File: src/rtl/seg_capture.sv
// Rebuilds BCD digits from a multiplexed 7-segment bus: input registers, a
// stability filter, pattern decode and per-digit result slots with a frame strobe.
module seg_capture #(
    parameter int NUM_DIGITS    = 4,
    parameter int STABLE_CYCLES = 4
) (
    input  logic                    clk,
    input  logic                    rst,
    input  logic                    en,
    input  logic                    inv,
    input  logic [7:0]              seg_in,
    input  logic [NUM_DIGITS-1:0]   dig_en,
    input  logic                    err_clr,
    output logic [4*NUM_DIGITS-1:0] bcd_out,
    output logic [NUM_DIGITS-1:0]   dp_out,
    output logic                    frame_valid,
    output logic                    err
);
    localparam int CW = $clog2(STABLE_CYCLES + 1);
    localparam logic [CW-1:0] CNT_MAX = CW'(STABLE_CYCLES);
    localparam logic [CW-1:0] CNT_PRE = CW'(STABLE_CYCLES - 1);
    localparam logic [NUM_DIGITS-1:0] DIG_ONE = NUM_DIGITS'(1);

    logic [7:0]            seg_reg, seg_prev_reg;
    logic [NUM_DIGITS-1:0] dig_reg, dig_prev_reg;
    logic [CW-1:0]         cnt_reg;
    logic [NUM_DIGITS-1:0] mask_reg;
    logic                  frame_valid_reg;
    logic                  err_reg;
    logic [3:0]            bcd_reg [NUM_DIGITS];
    logic                  dp_reg  [NUM_DIGITS];

    logic [7:0]            seg_act;
    logic                  same_pair;
    logic                  one_hot;
    logic                  accept;
    logic [3:0]            decoded;
    logic [NUM_DIGITS-1:0] mask_next;

    assign seg_act   = inv ? seg_reg : ~seg_reg;
    assign same_pair = (seg_reg == seg_prev_reg) && (dig_reg == dig_prev_reg);
    assign one_hot   = (dig_reg != '0) && ((dig_reg & (dig_reg - DIG_ONE)) == '0);
    // Fires only on the transition into saturation, so a held pattern accepts once.
    assign accept    = en && same_pair && one_hot && (cnt_reg == CNT_PRE);
    assign mask_next = mask_reg | dig_reg;

    always_comb begin
        decoded = 4'hF;
        case (seg_act[6:0])
            7'h3F: decoded = 4'd0;
            7'h06: decoded = 4'd1;
            7'h5B: decoded = 4'd2;
            7'h4F: decoded = 4'd3;
            7'h66: decoded = 4'd4;
            7'h6D: decoded = 4'd5;
            7'h7D: decoded = 4'd6;
            7'h07: decoded = 4'd7;
            7'h7F: decoded = 4'd8;
            7'h6F: decoded = 4'd9;
            7'h00: decoded = 4'hE;
            default: decoded = 4'hF;
        endcase
    end

    always_ff @(posedge clk) begin
        if (rst) begin
            seg_reg      <= '0;
            dig_reg      <= '0;
            seg_prev_reg <= '0;
            dig_prev_reg <= '0;
        end else begin
            seg_reg      <= seg_in;
            dig_reg      <= dig_en;
            seg_prev_reg <= seg_reg;
            dig_prev_reg <= dig_reg;
        end
    end

    always_ff @(posedge clk) begin
        if (rst || !en) begin
            cnt_reg <= '0;
        end else if (same_pair && one_hot) begin
            cnt_reg <= (cnt_reg == CNT_MAX) ? CNT_MAX : cnt_reg + 1'b1;
        end else begin
            cnt_reg <= '0;
        end
    end

    always_ff @(posedge clk) begin
        if (rst || !en) begin
            mask_reg        <= '0;
            frame_valid_reg <= 1'b0;
        end else if (accept && (&mask_next)) begin
            mask_reg        <= '0;
            frame_valid_reg <= 1'b1;
        end else begin
            mask_reg        <= accept ? mask_next : mask_reg;
            frame_valid_reg <= 1'b0;
        end
    end

    // An illegal accept in the same cycle as err_clr keeps the flag set.
    always_ff @(posedge clk) begin
        if (rst) begin
            err_reg <= 1'b0;
        end else if (accept && (decoded == 4'hF)) begin
            err_reg <= 1'b1;
        end else if (err_clr) begin
            err_reg <= 1'b0;
        end
    end

    for (genvar gi = 0; gi < NUM_DIGITS; gi++) begin : g_slot
        always_ff @(posedge clk) begin
            if (rst) begin
                bcd_reg[gi] <= 4'hE;
                dp_reg[gi]  <= 1'b0;
            end else if (accept && dig_reg[gi]) begin
                bcd_reg[gi] <= decoded;
                dp_reg[gi]  <= seg_act[7];
            end
        end
        assign bcd_out[4*gi +: 4] = bcd_reg[gi];
        assign dp_out[gi]         = dp_reg[gi];
    end

    assign frame_valid = frame_valid_reg;
    assign err         = err_reg;
endmodule

File: config.mk
export PLATFORM = sky130hd
export DESIGN_NAME = seg_capture
export DESIGN_NICKNAME = d
export VERILOG_FILES = /design/src/rtl/seg_capture.sv
export SDC_FILE = /design/constraint.sdc
export NUM_CORES = 1
export LEC_CHECK = 0
export BUFFER_PORTS_ARGS = -buffer_cell sky130_fd_sc_hd__buf_2
export CAP_MARGIN = 20
export CORE_UTILIZATION = 48
export CTS_CLUSTER_SIZE = 10
export DETAILED_ROUTE_END_ITERATION = 8
export PLACE_DENSITY = 0.77
export SLEW_MARGIN = 40
export SYNTH_ARGS = -nofsm -noshare
export SYNTH_HDL_FRONTEND = slang
export SYNTH_SLANG_ARGS = --single-unit
File: constraint.sdc
create_clock -name clk -period 2.3 [get_ports clk]
set_clock_uncertainty 0.15 [all_clocks]
set_input_delay 0.115 -clock clk [delete_from_list [all_inputs] [get_ports clk]]
set_output_delay 0.115 -clock clk [all_outputs]
set_load 0.02 [all_outputs]
; ---- Word-level counts from Yosys, hierarchy flattened
; Memories as Yosys holds them, arrays and structs flattened.
; Index checks and enable logic that the tools add are counted.
[classes]
addsub = 2
n_eq_ne = 15
n_mux = 28
bitwise_logic = 12
reduce_logical = 22
[op_table]
columns = operator, n
row1 = "7-bit == test, second input constant", 7
row2 = 4-bit case mux with 11 select lines, 1
row3 = 1-bit 2-to-1 mux, 21
row4 = 4-bit 2-to-1 mux, 4
row5 = "7-bit by 3-bit == test with 1-bit output, second input constant", 2
row6 = 1-bit logical AND, 12
row7 = 8-bit == test, 1
row8 = 8-bit 2-to-1 mux, 1
row9 = 8-bit inverter, 1
row10 = 1-bit OR, 8
row11 = "7-bit by 6-bit == test with 1-bit output, second input constant", 1
row12 = 7-bit zero test, 1
row13 = 4-bit bitwise AND, 1
row14 = 4-bit == test, 1
row15 = "4-bit == test, second input constant", 1
row16 = 4-bit zero test, 1
row17 = 4-bit OR, 1
row18 = 4-bit AND reduction, 1
row19 = 4-bit nonzero test, 1
row20 = 2-bit OR reduction, 2
row21 = "4-bit by 1-bit subtractor with 4-bit output, second input constant", 1
row22 = "3-bit by 1-bit adder with 3-bit output, second input constant", 1
row23 = "3-bit by 2-bit == test with 1-bit output, second input constant", 1
row24 = "3-bit == test, second input constant", 1
row25 = 6 further kinds, 6
[word_totals]
regBits = 33
mem_bits_rw = 20
out_inout_bits = 22
wordCells = 90
mem_count = 2
[mem_list]
columns = name, words, word_bits, read_ports, rd_clocked_by_memory_dff, write_ports, line_no
row1 = bcd_reg, 4, 4, 4, 0, 4, 30  ; logic [3:0] bcd_reg [NUM_DIGITS];
row2 = dp_reg, 4, 1, 4, 0, 4, 31  ; logic dp_reg [NUM_DIGITS];

; ---- Depth between registers and ports, before layout
; Gate-level depths: netlist of the first run.
[logic_depth]
word_depth = 11
depth_mapped = 8
ltp_nobuf = 7

; ---- Least setup slack after synthesis of the first run
; Ideal clock, no wire load.
[synth_path]
kind = register to register
start = register seg_reg[3]
end = memory bcd_reg[0][0], data pin
setup_time_ps = 255
arrival_time_ps = 1780
setup_slack_ps = 116
path_stages_with_launch = 8
n_path_buf = 1
cell_sequence = dfxtp_1 clkbuf_8 nor3_1 a22oi_4 o22ai_1 nor4b_1 or2_1 and2_1
[synth_rtl]
columns = element, line_no
row1 = start: declaration, 24  ; logic [7:0] seg_reg, seg_prev_reg;
row2 = start signal: assignment, 72  ; seg_reg <= seg_in;
row3 = end: declaration, 30

==> impl_metrics.toml, run 1 <==
[run_status]
outcome = "finished clean"

[layout]
syn_to_final_growth_pct = 24.4
num-nets-final = 341
largest_reg_flops = 16
final_util_pct = 63.7
num_antenna_cells = 0
drive_gt1_share_pct = 34.8

[worst_setup_path]
r2r_setup_slack_ns = 0.04
critPathMaxFanout = 5
r2r_end = "bcd_reg[0][0]$_SDFFCE_PN0P_"
arrival_ns = 2.18
reg2reg_from = "seg_reg[2]$_SDFF_PP0_"
worstPathRequired_ns = 2.22
crit_end = "bcd_reg[0][0]$_SDFFCE_PN0P_"
start_kind = "flop"
worstSetupStartpoint = "seg_reg[2]$_SDFF_PP0_"
r2r_cells = 6
crit_path_end_kind = "flop"
critPathKind = "reg -> reg"

[clock_network]
cts-buffers-inserted = 5
cts_max_path_buffers = 2
htreeDepth = 2
cts_tree = "done"
clk_pin_slew_worst_paths_ns = 0.10
cts_root_buffer = "clkbuf_8"
clock_latency_ns = 0.31
cts.sinks = 53

[global_route]
grt_antenna_before_repair = 0
grt_pass1_wl_um = 9160
track_usage_pct = 19.3
grt_max_degree = 30
grt_overflow = 0
grt_pass1_vias = 2002

[yosys]
synth_cell_types = 56
syn_area_um2 = 2700
synth_area_per_cell_um2 = 10.5
yosys-top-cells-count = "dfxtp_1, nor2b_1, edfxtp_1, nand2_1, nor2_1"
synth_nets = 278
netlist_instances = 258
synthTopCellsByArea = "dfxtp_1, edfxtp_1, nor2b_1"
yosys.area.top_type = "dfxtp_1"
yosysWarnings = 0
synth_top_area_share_pct = 24.5
yosys_most_used_dff = "dfxtp_1"
synth-edff-count = 20
synthMostInstantiatedCell = "dfxtp_1"
synth-seq-cells = 53
seq_area_frac_synth_pct = 46.8
synthArstFlopShare_pct = 0

[sta]
finalSetupViolCount = 0
slew_viol_final = 0
hold_viol = 0
worstMarginPinSlew_ns = 0.527
fmax_mhz = 443
fin_tns_setup_ns = 0
max_slew_margin_pct = 64.6
fin_crit_ns = 2.26
rsz0062_at_grt = "yes"
period_share_pct = 98.2

[route]
drc = 0
via_per_inst = 5.21
drtAntennaViolNets = 0
drt_iter0_drc = 130
wl_per_cell_um = 13.6
drtPass1Iterations = 4
vias = 2041
finalWirelength_um = 5330

[floorplanning]
chipHeight_um = 77.0
core_area_um2 = 5270
die_area_um2 = 5920
std_cell_rows = 26
initial_utilization_pct = 51.2
ios = 39
die_w_um = 77.0

[pwr]
power_density_nw_per_um2 = 574
p_leak_nw = 1.33
ir_worst_vdd_uv = 311

[placement]
dp_hpwl_um = 3890
port_buffers = 38
gp_congestion = 0.872

[flow_run]
cap_violations = 0

[worst_hold_path]
hold_path_class = "in -> reg"
what timing repair did:
| action | 4_1_cts | 5_1_grt |
|---|---|---|
| setup buffers | 2 | 1 |
| endpoints found under the setup margin | 28 | 41 |
| cloned | 0 | 0 |
| gates resized for setup | 11 | 20 |
| hold endpoints to repair | 14 | 0 |
| hold buffers | 14 | 0 |
| pin swaps | 4 | 9 |
how the worst min path moves through the flow:
stage                         start               endpoint  slack, ns  cells past startpoint
after CTS                       rst  cnt_reg[2]$_SDFF_PP0_       0.07                      4
after detailed placement  seg_in[3]  seg_reg[3]$_SDFF_PP0_       0.18                      2
after global placement    seg_in[0]  seg_reg[0]$_SDFF_PP0_       0.17                      2
final                           rst  cnt_reg[2]$_SDFF_PP0_       0.09                      4
after floorplan           dig_en[0]  dig_reg[0]$_SDFF_PP0_       0.09                      1
after global routing            rst  cnt_reg[1]$_SDFF_PP0_        0.1                      4
placed cells by master, fill, tap and decap left out, types with 3 or more instances in the layout:
master	Yosys	final
and2b_2	2	3
dfxtp_1	33	25
clkbuf_8	6	5
ha_1	3	3
nor2b_1	31	31
a21o_1	5	4
edfxtp_1	20	20
a31oi_1	4	4
xor2_1	9	9
nor2_1	16	14
o22ai_1	5	5
and2_1	7	7
dfxtp_2	0	4
dlygate4sd3_1	0	14
nand2_1	20	20
and3_1	5	5
nand4b_1	3	3
dfxtp_4	0	4
a21oi_1	10	9
and3_2	3	3
buf_4	4	24
nand3_1	3	3
inv_1	5	5
nor3_1	8	7
buf_2	1	38
metal layers:
metal,share of wire [%],vias up,global-route usage [%]
met4,1.1,0,6.35
met2,50,55,35.0
met1,45,950,22.5
met5,0,-,0
met3,4.2,6,3.93
li1,-,1030,-
critical path, cell delays in order, from the launching register on:
cell      delay [ns]
dfxtp_4         0.37
or4b_4          0.54
mux2i_4         0.17
o2bb2a_4        0.19
nor4b_2         0.17
or2_1           0.26
and2_1          0.17
kinds of logic after synthesis:
| logic type | count (synthesis) | share of synthesized area, % |
|---|---|---|
| fa+ha+maj | 3 | 1.39 |
| xor+xnor | 11 | 3.57 |
| simple gates | 123 | 28.6 |
| buf+inv | 25 | 6.86 |
| compound gates | 42 | 12.5 |
| flops | 53 | 46.8 |
| mux | 1 | 0.371 |
through the flow:
step	hold slack (ns)	cells	setup WS (ns)	total power, mW	area (um2)
after floorplan	0.0932	258	0.116	1.23	2700
after global placement	0.171	367	-0.0314	1.28	2970
after detailed placement	0.177	367	-0.160	1.29	2970
after CTS	0.0707	391	0.0105	1.92	3260
after global routing	0.0957	392	-0.0207	2.01	3360
final	0.0870	392	0.0417	1.93	3360
report_power, final:
| group | switching [mW] | internal [mW] |
|---|---|---|
| Sequential | 0.0305 | 0.997 |
| Combinational | 0.145 | 0.134 |
| Clock | 0.298 | 0.320 |
| Total | 0.474 | 1.45 |
final cells by class:
type	instances	area, um2
multi-input combinational	180	1350
sequential	53	1280
timing repair buffer	76	510
fill	442	1910
clock inverter	3	41.3
clock buffer	5	68.8
inverter	5	18.8
tap	70	87.6
No activity file was read; power rests on OpenSTA's default activity.
==> inputs of run 2 (changes only) <==
ABC_AREA = 1   (was default)
PLACE_DENSITY = 0.78   (was 0.77)
==> run 2 against run 1 <==
Compared with the run above: cell area shrank 7.0%; synthesized area down 3.7%; non-clock buffer count is 16 lower; sequential power barely moved; sequential cell count unchanged; synthesized cell count rose by 38%; combinational power is 15% lower; total power decreased by 6.4%; final cell count grew 23%; die area down 3.6%; worst hold slack better by 0.21 ns; critical path type unchanged; critical endpoint is now bcd_reg[1][2]$_SDFFCE_PN1P_.
==> impl_metrics.toml, run 2 <==
[floorplanning]
ios = 39
die_w_um = 75.6
std_cell_rows = 26
core_area_um2 = 5170
chipHeight_um = 75.6
die_area_um2 = 5710
initial_utilization_pct = 50.2

[clock_network]
cts_max_path_buffers = 2
post-cts-setup-buffers = 0
cts.sinks = 53
cts-buffers-inserted = 5
cts_tree = "done"
clk_pin_slew_worst_paths_ns = 0.10
cts_root_buffer = "clkbuf_8"
clock_latency_ns = 0.31
htreeDepth = 2

[pwr]
power_density_nw_per_um2 = 578
p_leak_nw = 1.46
ir_worst_vdd_uv = 357
fin_total_pwr_mw = 1.80

[yosys]
synthMostInstantiatedCell = "nand2_1"
yosys_most_used_dff = "dfxtp_1"
syn_area_um2 = 2600
synth_top_family_by_area = "simple AND/OR/NAND/NOR gates"
synthArstFlopShare_pct = 0
synth_cell_types = 31
synth_xor_area_share_pct = 0.674
synth_compound_area_share_pct = 3.42
synth_top_area_share_pct = 25.4
seq_area_frac_synth_pct = 48.5
synth_nets = 376
synth_fa_ha_area_share_pct = 1.44
yosysWarnings = 0
synth_area_per_cell_um2 = 7.30
synth-seq-cells = 53
yosys-top-cells-count = "nand2_1, nor2_1, inv_1, dfxtp_1, edfxtp_1"
yosys.area.top_type = "dfxtp_1"
synth_simple_gate_area_share_pct = 35.3
netlist_instances = 356
synthMuxAreaShare_pct = 0
synth-edff-count = 20
synthTopCellsByArea = "dfxtp_1, edfxtp_1, nand2_1"

[route]
wl_per_cell_um = 10.3
drt_iter0_drc = 65
vias = 2215
finalWirelength_um = 4980
via_per_inst = 4.58
drc = 0
drtAntennaViolNets = 0
drtPass1Iterations = 4

[sta]
fin_tns_setup_ns = 0
worstMarginPinSlew_ns = 0.443
rsz0062_at_grt = "no"
slew_viol_final = 0
fin_crit_ns = 2.05
layout_setup_ws_ns = 0.248
hold_viol = 0
period_share_pct = 89.2
fmax_mhz = 487
timing.hold.ws_ns = 0.296
finalSetupViolCount = 0
max_slew_margin_pct = 70.2

[layout]
drive_gt1_share_pct = 20.0
num-nets-final = 433
syn_to_final_growth_pct = 20.0
final_cell_mix = "nand2_1, nor2_1, inv_1, buf_2, dfxtp_1"
final_util_pct = 60.3
num_antenna_cells = 0
mostFrequentLayoutCell = "nand2_1"
largest_reg_flops = 16

[run_status]
outcome = "finished clean"

[worst_setup_path]
arrival_ns = 1.98
crit_path_end_kind = "flop"
start_kind = "flop"
critPathKind = "reg -> reg"
critPathMaxFanout = 7
worstPathRequired_ns = 2.23

[global_route]
grt_pass1_vias = 1953
track_usage_pct = 19.2
grt_max_degree = 19
grt_pass1_wl_um = 8110
grt_antenna_before_repair = 0
grt_overflow = 0

[placement]
port_buffers = 38
dp_hpwl_um = 3810
gp_congestion = 0.880
dp_slack_ns = 0.140

[flow_run]
cap_violations = 0

[worst_hold_path]
hold_path_class = "in -> reg"
run 2: changes by cell type after synthesis, moves of 7 or more:
cell	before	now
inv_2	0	8
nand3_1	3	12
xor2_1	9	1
nor2_1	16	63
nand2_1	20	110
nor2b_1	31	0
and2_1	7	0
nor2_2	0	7
inv_1	5	48
run 2: logic make-up (layout without fill, tap and decap cells):
| group | count (synthesis) | after routing |
|---|---|---|
| adder cells (fa/ha/maj) | 3 | 3 |
| XOR/XNOR | 2 | 2 |
| flip-flops | 53 | 53 |
| buffers and inverters | 66 | 124 |
| AO/OA/AOI/OAI | 16 | 16 |
| AND/OR/NAND/NOR | 216 | 216 |
run 2: repair_timing:
action / CTS / global route
resized for setup: 0 / 4
hold buffers: 16 / 0
endpoints found under the hold margin: 20 / 0
setup endpoints to repair: 0 / 32
run 2: worst paths after layout:
kind / start / to / slack, ns / depth (start not counted)
worst max-delay path: dig_reg[0]$_SDFF_PP0_ / bcd_reg[1][2]$_SDFFCE_PN1P_ / 0.25 / 11
worst min-delay path: inv / dp_reg[0]$_DFFE_PP_ / 0.30 / 3
worst max register to register: dig_reg[0]$_SDFF_PP0_ / bcd_reg[1][2]$_SDFFCE_PN1P_ / 0.25 / 11
worst min register to register: cnt_reg[0]$_SDFF_PP0_ / cnt_reg[0]$_SDFF_PP0_ / 0.32 / 1
run 2: final cells by class:
class	instances	area, um2
Inverter	56	210
Fill cell	464	2050
Sequential cell	53	1260
Clock inverter	3	26.3
Clock buffer	5	68.8
Multi-Input combinational cell	237	1070
Tap cell	70	87.6
Timing Repair Buffer	60	395
run 2: layer usage:
layer	track usage, %	vias up	part of all wire, %
li1	-	1198	-
met1	22.6	957	47
met2	33.6	50	47
met3	4.37	10	3.8
met4	8.23	0	1.9
met5	0	-	0
run 2: where the power goes:
| group | internal, mW | switching, mW |
|---|---|---|
| Combinational | 0.0909 | 0.146 |
| Sequential | 0.998 | 0.0199 |
| Clock | 0.222 | 0.326 |
| Total | 1.31 | 0.492 |
run 2: worst max-delay path, stage by stage (launching register included):
cell     delay [ns]
dfxtp_2        0.40
inv_2          0.08
nand2_1        0.12
nand2_1        0.07
nor2_1         0.10
nand4_1        0.09
nor3_2         0.25
nand3_2        0.17
inv_2          0.13
nand2_1        0.10
inv_1          0.10
nand2_1        0.06
run 2: per-stage QoR:
step,instance area (um2),std cells
after floorplan,2600,356
after global placement,2860,460
after detailed placement,2860,460
after CTS,3110,484
after global routing,3120,484
final,3120,484
